**src/rtl/mdu_pkg.sv**
```systemverilog
// mdu_pkg -- shared definitions for the multiply/divide unit.
//   ALUOP_RTYPE   : main-control op class that carries an MDU funct
//   F_*           : R-type funct codes handled by the unit
//   mdu_state_e   : controller FSM state encoding
//   funct_ok()    : decode of the funct codes this build accepts
// Build option: MDU_DIV_EN -- when defined, div/divu are accepted;
// otherwise they decode as illegal.
package mdu_pkg;

  localparam logic [1:0] ALUOP_RTYPE = 2'b10;

  localparam logic [5:0] F_MFHI  = 6'b010000;
  localparam logic [5:0] F_MTHI  = 6'b010001;
  localparam logic [5:0] F_MFLO  = 6'b010010;
  localparam logic [5:0] F_MTLO  = 6'b010011;
  localparam logic [5:0] F_MULT  = 6'b011000;
  localparam logic [5:0] F_MULTU = 6'b011001;
  localparam logic [5:0] F_DIV   = 6'b011010;
  localparam logic [5:0] F_DIVU  = 6'b011011;

  typedef enum logic [1:0] {
    S_IDLE = 2'd0,
    S_MUL  = 2'd1,
    S_DIV  = 2'd2,
    S_DONE = 2'd3
  } mdu_state_e;

  function automatic logic funct_ok(input logic [5:0] f);
    logic ok;
    case (f)
      F_MFHI, F_MTHI, F_MFLO, F_MTLO, F_MULT, F_MULTU: ok = 1'b1;
`ifdef MDU_DIV_EN
      F_DIV, F_DIVU: ok = 1'b1;
`endif
      default: ok = 1'b0;
    endcase
    return ok;
  endfunction

endpackage

```
**src/rtl/mdu_iter.sv**
```systemverilog
// mdu_iter -- one iteration step of the MDU datapath (pure combinational).
//   acc      : upper working register (partial product / partial remainder)
//   q        : lower working register (multiplier bits / dividend-quotient)
//   b        : multiplicand or divisor magnitude
//   div_mode : (MDU_DIV_EN builds only) 1 = restoring-divide step
//   acc_nxt, q_nxt : register values after this step
// Multiply step: if q[0], acc += b; then {carry,acc,q} shifts right one bit.
// Divide step:   shift {acc,q} left one bit, trial-subtract b from the
// shifted remainder, keep it and shift in a 1 if there was no borrow.
// A single XLEN+1 bit adder serves both steps.
// Build option: MDU_DIV_EN adds the divide step and the div_mode port.
module mdu_iter #(
  parameter int XLEN = 32
) (
`ifdef MDU_DIV_EN
  input  logic            div_mode,
`endif
  input  logic [XLEN-1:0] acc,
  input  logic [XLEN-1:0] q,
  input  logic [XLEN-1:0] b,
  output logic [XLEN-1:0] acc_nxt,
  output logic [XLEN-1:0] q_nxt
);

`ifdef MDU_DIV_EN
  logic [XLEN:0]   opa;
  logic [XLEN:0]   opb;
  logic            cin;
  logic [XLEN+1:0] sum;

  always_comb begin
    if (div_mode) begin
      // subtract via a + ~b + 1; the extra top bit of sum is the no-borrow flag
      opa = {acc, q[XLEN-1]};
      opb = ~{1'b0, b};
      cin = 1'b1;
    end else begin
      opa = {1'b0, acc};
      opb = q[0] ? {1'b0, b} : '0;
      cin = 1'b0;
    end
  end

  assign sum = {1'b0, opa} + {1'b0, opb} + {{(XLEN+1){1'b0}}, cin};

  always_comb begin
    if (div_mode) begin
      if (sum[XLEN+1]) begin
        acc_nxt = sum[XLEN-1:0];
        q_nxt   = {q[XLEN-2:0], 1'b1};
      end else begin
        acc_nxt = opa[XLEN-1:0];
        q_nxt   = {q[XLEN-2:0], 1'b0};
      end
    end else begin
      acc_nxt = sum[XLEN:1];
      q_nxt   = {sum[0], q[XLEN-1:1]};
    end
  end
`else
  logic [XLEN:0] sum;

  assign sum     = {1'b0, acc} + (q[0] ? {1'b0, b} : '0);
  assign acc_nxt = sum[XLEN:1];
  assign q_nxt   = {sum[0], q[XLEN-1:1]};
`endif

endmodule

```
**src/rtl/mdu_ctrl.sv**
```systemverilog
// mdu_ctrl -- iterative multiply/divide unit with architectural HI/LO.
//   clk, reset     : clock, synchronous active-high reset
//   start          : request strobe, looked at only in IDLE
//   aluop, funct   : op class (must be R-type) and MDU function code
//   rs_val, rt_val : operands (rs also feeds mthi/mtlo)
//   busy           : an accepted operation is in MUL, DIV or DONE
//   done           : one-cycle pulse while in DONE
//   illegal        : one-cycle pulse after a rejected request
//   hi, lo         : HI/LO registers
//   dbg_state      : current FSM state (mdu_state_e encoding)
// Handshake: a request is taken on the rising edge where start=1 and the
// unit is IDLE; busy is high from the next cycle until DONE returns to
// IDLE, and start is ignored (not queued) while busy.
// Signed ops run on magnitudes; the result is negated at the DONE-entry
// edge, so HI/LO only ever show final values.
// Build option: MDU_DIV_EN compiles in the divide path and DIV state.
module mdu_ctrl
  import mdu_pkg::*;
#(
  parameter int XLEN = 32
) (
  input  logic            clk,
  input  logic            reset,
  input  logic            start,
  input  logic [1:0]      aluop,
  input  logic [5:0]      funct,
  input  logic [XLEN-1:0] rs_val,
  input  logic [XLEN-1:0] rt_val,
  output logic            busy,
  output logic            done,
  output logic            illegal,
  output logic [XLEN-1:0] hi,
  output logic [XLEN-1:0] lo,
  output logic [1:0]      dbg_state
);

  localparam int CW = $clog2(XLEN) + 1;

  mdu_state_e        state;
  logic [CW-1:0]     cnt;
  logic [XLEN-1:0]   acc;
  logic [XLEN-1:0]   qr;
  logic [XLEN-1:0]   opb;
  logic              neg_p;    // negate product / quotient at the end
`ifdef MDU_DIV_EN
  logic              neg_r;    // negate remainder (dividend was negative)
`endif

  logic [XLEN-1:0]   acc_nxt;
  logic [XLEN-1:0]   q_nxt;
  logic              sgn;
  logic              last;
  logic [2*XLEN-1:0] prod;

  // even funct codes (mult, div) are the signed variants
  assign sgn  = ~funct[0];
  assign last = (cnt == CW'(XLEN - 1));
  assign prod = {acc_nxt, q_nxt};

  function automatic logic [XLEN-1:0] mag(input logic [XLEN-1:0] v,
                                          input logic s);
    return (s && v[XLEN-1]) ? -v : v;
  endfunction

  mdu_iter #(.XLEN(XLEN)) u_iter (
`ifdef MDU_DIV_EN
    .div_mode (state == S_DIV),
`endif
    .acc      (acc),
    .q        (qr),
    .b        (opb),
    .acc_nxt  (acc_nxt),
    .q_nxt    (q_nxt)
  );

  always_ff @(posedge clk) begin
    if (reset) begin
      state   <= S_IDLE;
      cnt     <= '0;
      acc     <= '0;
      qr      <= '0;
      opb     <= '0;
      neg_p   <= 1'b0;
`ifdef MDU_DIV_EN
      neg_r   <= 1'b0;
`endif
      hi      <= '0;
      lo      <= '0;
      illegal <= 1'b0;
    end else begin
      illegal <= 1'b0;
      case (state)
        S_IDLE: begin
          if (start) begin
            if (aluop != ALUOP_RTYPE || !funct_ok(funct)) begin
              illegal <= 1'b1;
            end else begin
              cnt   <= '0;
              acc   <= '0;
              qr    <= mag(rs_val, sgn);
              opb   <= mag(rt_val, sgn);
              neg_p <= sgn & (rs_val[XLEN-1] ^ rt_val[XLEN-1]);
              state <= S_DONE;
              case (funct)
                F_MULT, F_MULTU: state <= S_MUL;
`ifdef MDU_DIV_EN
                F_DIV, F_DIVU: begin
                  neg_r <= sgn & rs_val[XLEN-1];
                  if (rt_val == '0) begin
                    // divide by zero: fixed result, no iterations
                    lo <= '1;
                    hi <= rs_val;
                  end else begin
                    state <= S_DIV;
                  end
                end
`endif
                F_MTHI:  hi <= rs_val;
                F_MTLO:  lo <= rs_val;
                default: ;  // mfhi/mflo: nothing to update
              endcase
            end
          end
        end
        S_MUL: begin
          acc <= acc_nxt;
          qr  <= q_nxt;
          cnt <= cnt + CW'(1);
          if (last) begin
            {hi, lo} <= neg_p ? -prod : prod;
            state    <= S_DONE;
          end
        end
`ifdef MDU_DIV_EN
        S_DIV: begin
          acc <= acc_nxt;
          qr  <= q_nxt;
          cnt <= cnt + CW'(1);
          if (last) begin
            // |most-negative| / 1 yields most-negative again after negation
            lo    <= neg_p ? -q_nxt : q_nxt;
            hi    <= neg_r ? -acc_nxt : acc_nxt;
            state <= S_DONE;
          end
        end
`endif
        S_DONE:  state <= S_IDLE;
        default: state <= S_IDLE;
      endcase
    end
  end

  assign busy      = (state != S_IDLE);
  assign done      = (state == S_DONE);
  assign dbg_state = state;

endmodule

```
**config.mk**
```make
export PLATFORM = sky130hd
export DESIGN_NAME = mdu_ctrl
export DESIGN_NICKNAME = d
export VERILOG_FILES = /design/src/rtl/mdu_pkg.sv /design/src/rtl/mdu_iter.sv /design/src/rtl/mdu_ctrl.sv
export SDC_FILE = /design/constraint.sdc
export NUM_CORES = 1
export LEC_CHECK = 0
export ABC_AREA = 1
export ABC_CLOCK_PERIOD_IN_PS = 8050
export BUFFER_PORTS_ARGS = -buffer_cell sky130_fd_sc_hd__clkbuf_2
export CAP_MARGIN = 25
export CORE_MARGIN = 3
export CORE_UTILIZATION = 48
export CTS_CLUSTER_SIZE = 20
export DETAILED_ROUTE_END_ITERATION = 16
export GPL_TIMING_DRIVEN = 0
export PLACE_DENSITY = 0.66
export SETUP_SLACK_MARGIN = 0.4
export SLEW_MARGIN = 0
export SYNTH_ARGS = -nofsm -noshare
export SYNTH_HDL_FRONTEND = slang
export SYNTH_HIERARCHICAL = 1
export SYNTH_SLANG_ARGS = --single-unit
export TNS_END_PERCENT = 5
```
**constraint.sdc**
```tcl
create_clock -name clk -period 8.05 [get_ports clk]
set_clock_uncertainty 0.05 [all_clocks]
set_input_delay 1.2075 -clock clk [delete_from_list [all_inputs] [get_ports clk]]
set_output_delay 1.2075 -clock clk [all_outputs]
set_load 0.02 [all_outputs]
```
==> results.sh <==
export IMPL_post_synth_inst_count=2498
export IMPL_power_density_nw_per_um2=128
export IMPL_final_area_um2=15900
export IMPL_clock_sinks=170
export IMPL_route_final_wire_length_mm=62.5
export IMPL_fmax_ghz=0.232
export IMPL_synth_cell_area_um2=14200
export IMPL_h_tree_lvl_count=4
export IMPL_layout_drive_gt1_share_pct=11.6
export IMPL_final_core_util_pct=55.3
export IMPL_slew_headroom_pct=41.6
export IMPL_startpoint_type="register"
export IMPL_ys_warn_count=6
export IMPL_timing_final_hold_violations=0
export IMPL_outcome="complete, no violations"
export IMPL_post_cts_repair_setup_buffers=0
export IMPL_floorplan_initialDensity_pct=49.1
export IMPL_filler_cell_count_in_the_final_layout=3118
export IMPL_endpoint_required_time_on_the_critical_path_ns=8.35
export IMPL_synthArstFlopShare_pct=0
export IMPL_route_top_layer_used="met5"
export IMPL_fin_crit_ns=4.32
export IMPL_syn_mean_instance_area_um2=5.67
export IMPL_cts_hold_repair_buffers=0
export IMPL_grt_start_max_net_pins=17
export IMPL_insertedDiodeCount=0
export IMPL_worst_slew_pin_transition_ns=0.876
export IMPL_core_rowCount=62
export IMPL_gr_usage_all_layers_pct=38.7
export IMPL_die_w_um=178
export IMPL_critical_path_endpoint_type="register"
export IMPL_setup_viol=0
export IMPL_cts_root_buf="sky130_fd_sc_hd__clkbuf_16"
export IMPL_synth_edff_count=0
export IMPL_synth_seq_cells=170
export IMPL_antenna_violation_net_count_after_detailed_routing=0
export IMPL_hpwl_mm=50.8
export IMPL_finalWeightedCongestion=1.06
export IMPL_vias_per_cell=5.67
export IMPL_static_leakage_power_nw=8.77
export IMPL_worst_case_clock_buffer_depth=2
export IMPL_rsz0062_at_grt="false"
export IMPL_yosys_cell_types_count=48
export IMPL_grt_remaining_overflow=0
export IMPL_worst_hold_path_type="reg -> reg"
export IMPL_register_area_um2=3400
export IMPL_clock_latency_ns=0.46
export IMPL_dpl_cell_area_um2=15400
export IMPL_detailroute_via_count=17300
export IMPL_grt_pass1_vias=15400
export IMPL_drt_drc_violations_left=0
export IMPL_area_delta_synth_final_pct=12.6
export IMPL_numPlacedInstances=3025
export IMPL_wl_per_cell_um=20.4
export IMPL_worstPathMaxFanout=10
export IMPL_fin_crit_sh_pct=53.6
export IMPL_ir_worst_vdd_v=0.000143
export IMPL_met3WireLength_mm=7.50
export IMPL_tritoncts_clock_tree="yes"
export IMPL_finish_net_count=2772
export IMPL_max_cap_viol_count=0
export IMPL_synth_main_ff_cell="sky130_fd_sc_hd__dfxtp_1"
export IMPL_global_route_wire_length_before_repair_mm=91.8
export IMPL_io_pins=144
export IMPL_critical_path_class="reg -> reg"
export IMPL_dr_first_iter_drc_count=2332
export IMPL_detailedRoute_firstPassIterationCount=8
export IMPL_core_outline_area_um2=28900
export IMPL_synth_sequential_area_ratio_pct=24.0
export IMPL_report_final_slew_viol_count=0
export IMPL_syn_num_nets=2610
export IMPL_setup_tns_final_ns=0
export IMPL_clk_pin_slew_ns=0.08
export IMPL_finalNonFillerCells=3057
export IMPL_arrival_ns=4.62
export IMPL_numPortBuffers=143
export IMPL_fp_dieArea_um2=31600
export IMPL_multi_input_comb_area_um2=8730
export IMPL_grt_antenna_before_repair=1
export IMPL_m1WireLength_mm=27.5
export IMPL_routed_wl_met2_mm=25.4
export IMPL_cts_inserted_buffers=17
export IMPL_die_height_um=178
export IMPL_postCtsResizedCells=0
-- cells in the mapped netlist, types with 3 or more instances --
library cell,number,area [um2]
sky130_fd_sc_hd__nand2_1,681,2560
sky130_fd_sc_hd__o21ai_1,48,240
sky130_fd_sc_hd__o22ai_1,4,25.0
sky130_fd_sc_hd__buf_6,12,135
sky130_fd_sc_hd__xor2_1,28,245
sky130_fd_sc_hd__o21bai_1,6,45.0
sky130_fd_sc_hd__clkbuf_1,33,124
sky130_fd_sc_hd__o21ai_0,103,515
sky130_fd_sc_hd__dfxtp_1,170,3400
sky130_fd_sc_hd__o21ai_2,8,70.1
sky130_fd_sc_hd__nor2_1,446,1670
sky130_fd_sc_hd__inv_1,338,1270
sky130_fd_sc_hd__nor2_2,7,43.8
sky130_fd_sc_hd__nand4_1,36,225
sky130_fd_sc_hd__xnor2_1,5,43.8
sky130_fd_sc_hd__nand3_1,215,1080
sky130_fd_sc_hd__o21a_1,35,263
sky130_fd_sc_hd__nor2_4,4,45.0
sky130_fd_sc_hd__a22oi_1,7,52.6
sky130_fd_sc_hd__nand3_2,3,30.0
sky130_fd_sc_hd__o211ai_1,6,45.0
sky130_fd_sc_hd__ha_1,36,450
sky130_fd_sc_hd__buf_2,32,160
sky130_fd_sc_hd__o31ai_1,6,45.0
sky130_fd_sc_hd__nand2_2,11,68.8
sky130_fd_sc_hd__nand3b_1,7,52.6
sky130_fd_sc_hd__inv_2,10,37.5
sky130_fd_sc_hd__nor3_1,23,115
sky130_fd_sc_hd__a21oi_1,117,586
sky130_fd_sc_hd__buf_4,39,293
-- routing by layer --
| metal | up-vias | global-route usage, % |
|---|---|---|
| met5 | - | 0 |
| met2 | 1127 | 56.2 |
| met4 | 2 | 12.2 |
| li1 | 8199 | - |
| met1 | 7871 | 56.7 |
| met3 | 141 | 8.43 |
-- power by group --
| group | total [W] | internal [W] | switching, W |
|---|---|---|---|
| Clock | 0.000863 | 0.000461 | 0.000403 |
| Combinational | 0.000332 | 0.0000886 | 0.000243 |
| Sequential | 0.000850 | 0.000847 | 0.00000372 |
-- area by class of cell --
| cell class | count | share of cell area [%] |
|---|---|---|
| Sequential cell | 170 | 21.3 |
| Clock inverter | 12 | 0.785 |
| Buffer | 118 | 4.51 |
| Multi-Input combinational cell | 1862 | 54.8 |
| Inverter | 348 | 8.19 |
| Timing Repair Buffer | 143 | 4.49 |
| Tap cell | 384 | 3.01 |
| Clock buffer | 20 | 2.93 |
-- flip-flops by register name, indices dropped and copies added (netlist names) --
| signal | count |
|---|---|
| dbg_state | 2 |
| neg_p | 1 |
| cnt | 6 |
| acc | 32 |
| illegal | 1 |
| opb | 32 |
| lo | 32 |
| qr | 32 |
| hi | 32 |
-- metrics by stage --
stage / power, W / setup WS, ns / hold WS (ns)
3_5_place_dp: 0.00118 / 3.96 / 0.383
6_report: 0.00205 / 3.73 / 0.395
2_1_floorplan: 0.00106 / 5.09 / 0.371
4_1_cts: 0.00203 / 3.94 / 0.395
3_3_place_gp: 0.00118 / 4.04 / 0.378
5_1_grt: 0.00210 / 3.45 / 0.409
-- layout by cell type, fill, tap and decap left out, types with 23 or more instances in the layout --
| cell type | synthesis | final |
|---|---|---|
| sky130_fd_sc_hd__nand2_1 | 681 | 681 |
| sky130_fd_sc_hd__nor2_1 | 446 | 446 |
| sky130_fd_sc_hd__inv_1 | 338 | 338 |
| sky130_fd_sc_hd__nand3_1 | 215 | 215 |
| sky130_fd_sc_hd__dfxtp_1 | 170 | 170 |
| sky130_fd_sc_hd__clkbuf_2 | 0 | 143 |
| sky130_fd_sc_hd__a21oi_1 | 117 | 117 |
| sky130_fd_sc_hd__o21ai_0 | 103 | 103 |
| sky130_fd_sc_hd__o21ai_1 | 48 | 48 |
| sky130_fd_sc_hd__buf_4 | 39 | 39 |
| sky130_fd_sc_hd__nand4_1 | 36 | 36 |
| sky130_fd_sc_hd__ha_1 | 36 | 36 |
| sky130_fd_sc_hd__o21a_1 | 35 | 35 |
| sky130_fd_sc_hd__clkbuf_1 | 33 | 33 |
| sky130_fd_sc_hd__buf_2 | 32 | 32 |
| sky130_fd_sc_hd__xor2_1 | 28 | 28 |
| sky130_fd_sc_hd__nor3_1 | 23 | 23 |
-- path summary, 6_finish.rpt --
kind | endpoint | cells past startpoint | slack [ns] | from
worst max-delay path | hi[26] | 24 | 3.73 | qr[0]
worst min-delay path | qr[13] | 2 | 0.39 | qr[13]
worst min register to register | qr[13] | 2 | 0.39 | qr[13]
worst max register to register | hi[26] | 24 | 3.73 | qr[0]
-- cells by family (layout without fill, tap and decap cells) --
| group | Yosys count | after routing | share of synthesized area (%) |
|---|---|---|---|
| XOR/XNOR | 33 | 33 | 2.04 |
| buffers and inverters | 466 | 641 | 14.3 |
| AND/OR/NAND/NOR | 1445 | 1445 | 42.5 |
| adder cells (fa/ha/maj) | 37 | 37 | 3.32 |
| flip-flops | 170 | 170 | 24.0 |
| AO/OA/AOI/OAI | 347 | 347 | 13.8 |
-- critical path: stages (launching register included) --
cell and delay (ns):
sky130_fd_sc_hd__dfxtp_1 0.51, sky130_fd_sc_hd__clkbuf_1 0.34, sky130_fd_sc_hd__nand2_1 0.12, sky130_fd_sc_hd__inv_1 0.17, sky130_fd_sc_hd__ha_1 0.33, sky130_fd_sc_hd__fa_1 0.33, sky130_fd_sc_hd__nand3_1 0.10, sky130_fd_sc_hd__nand3_1 0.12
sky130_fd_sc_hd__nand2_1 0.09, sky130_fd_sc_hd__nand2_2 0.11, sky130_fd_sc_hd__nand2_1 0.08, sky130_fd_sc_hd__nand2_2 0.10, sky130_fd_sc_hd__nand2_1 0.08, sky130_fd_sc_hd__nand3_1 0.07, sky130_fd_sc_hd__nand2_1 0.17, sky130_fd_sc_hd__nor2_1 0.27
sky130_fd_sc_hd__nand2_1 0.08, sky130_fd_sc_hd__nor2_1 0.16, sky130_fd_sc_hd__nand2_1 0.07, sky130_fd_sc_hd__o21ai_0 0.35, sky130_fd_sc_hd__nand2_1 0.09, sky130_fd_sc_hd__nand2_1 0.07, sky130_fd_sc_hd__nand3_1 0.19, sky130_fd_sc_hd__nand2_1 0.13
sky130_fd_sc_hd__inv_1 0.04
Power figures use the tool's default switching activity.
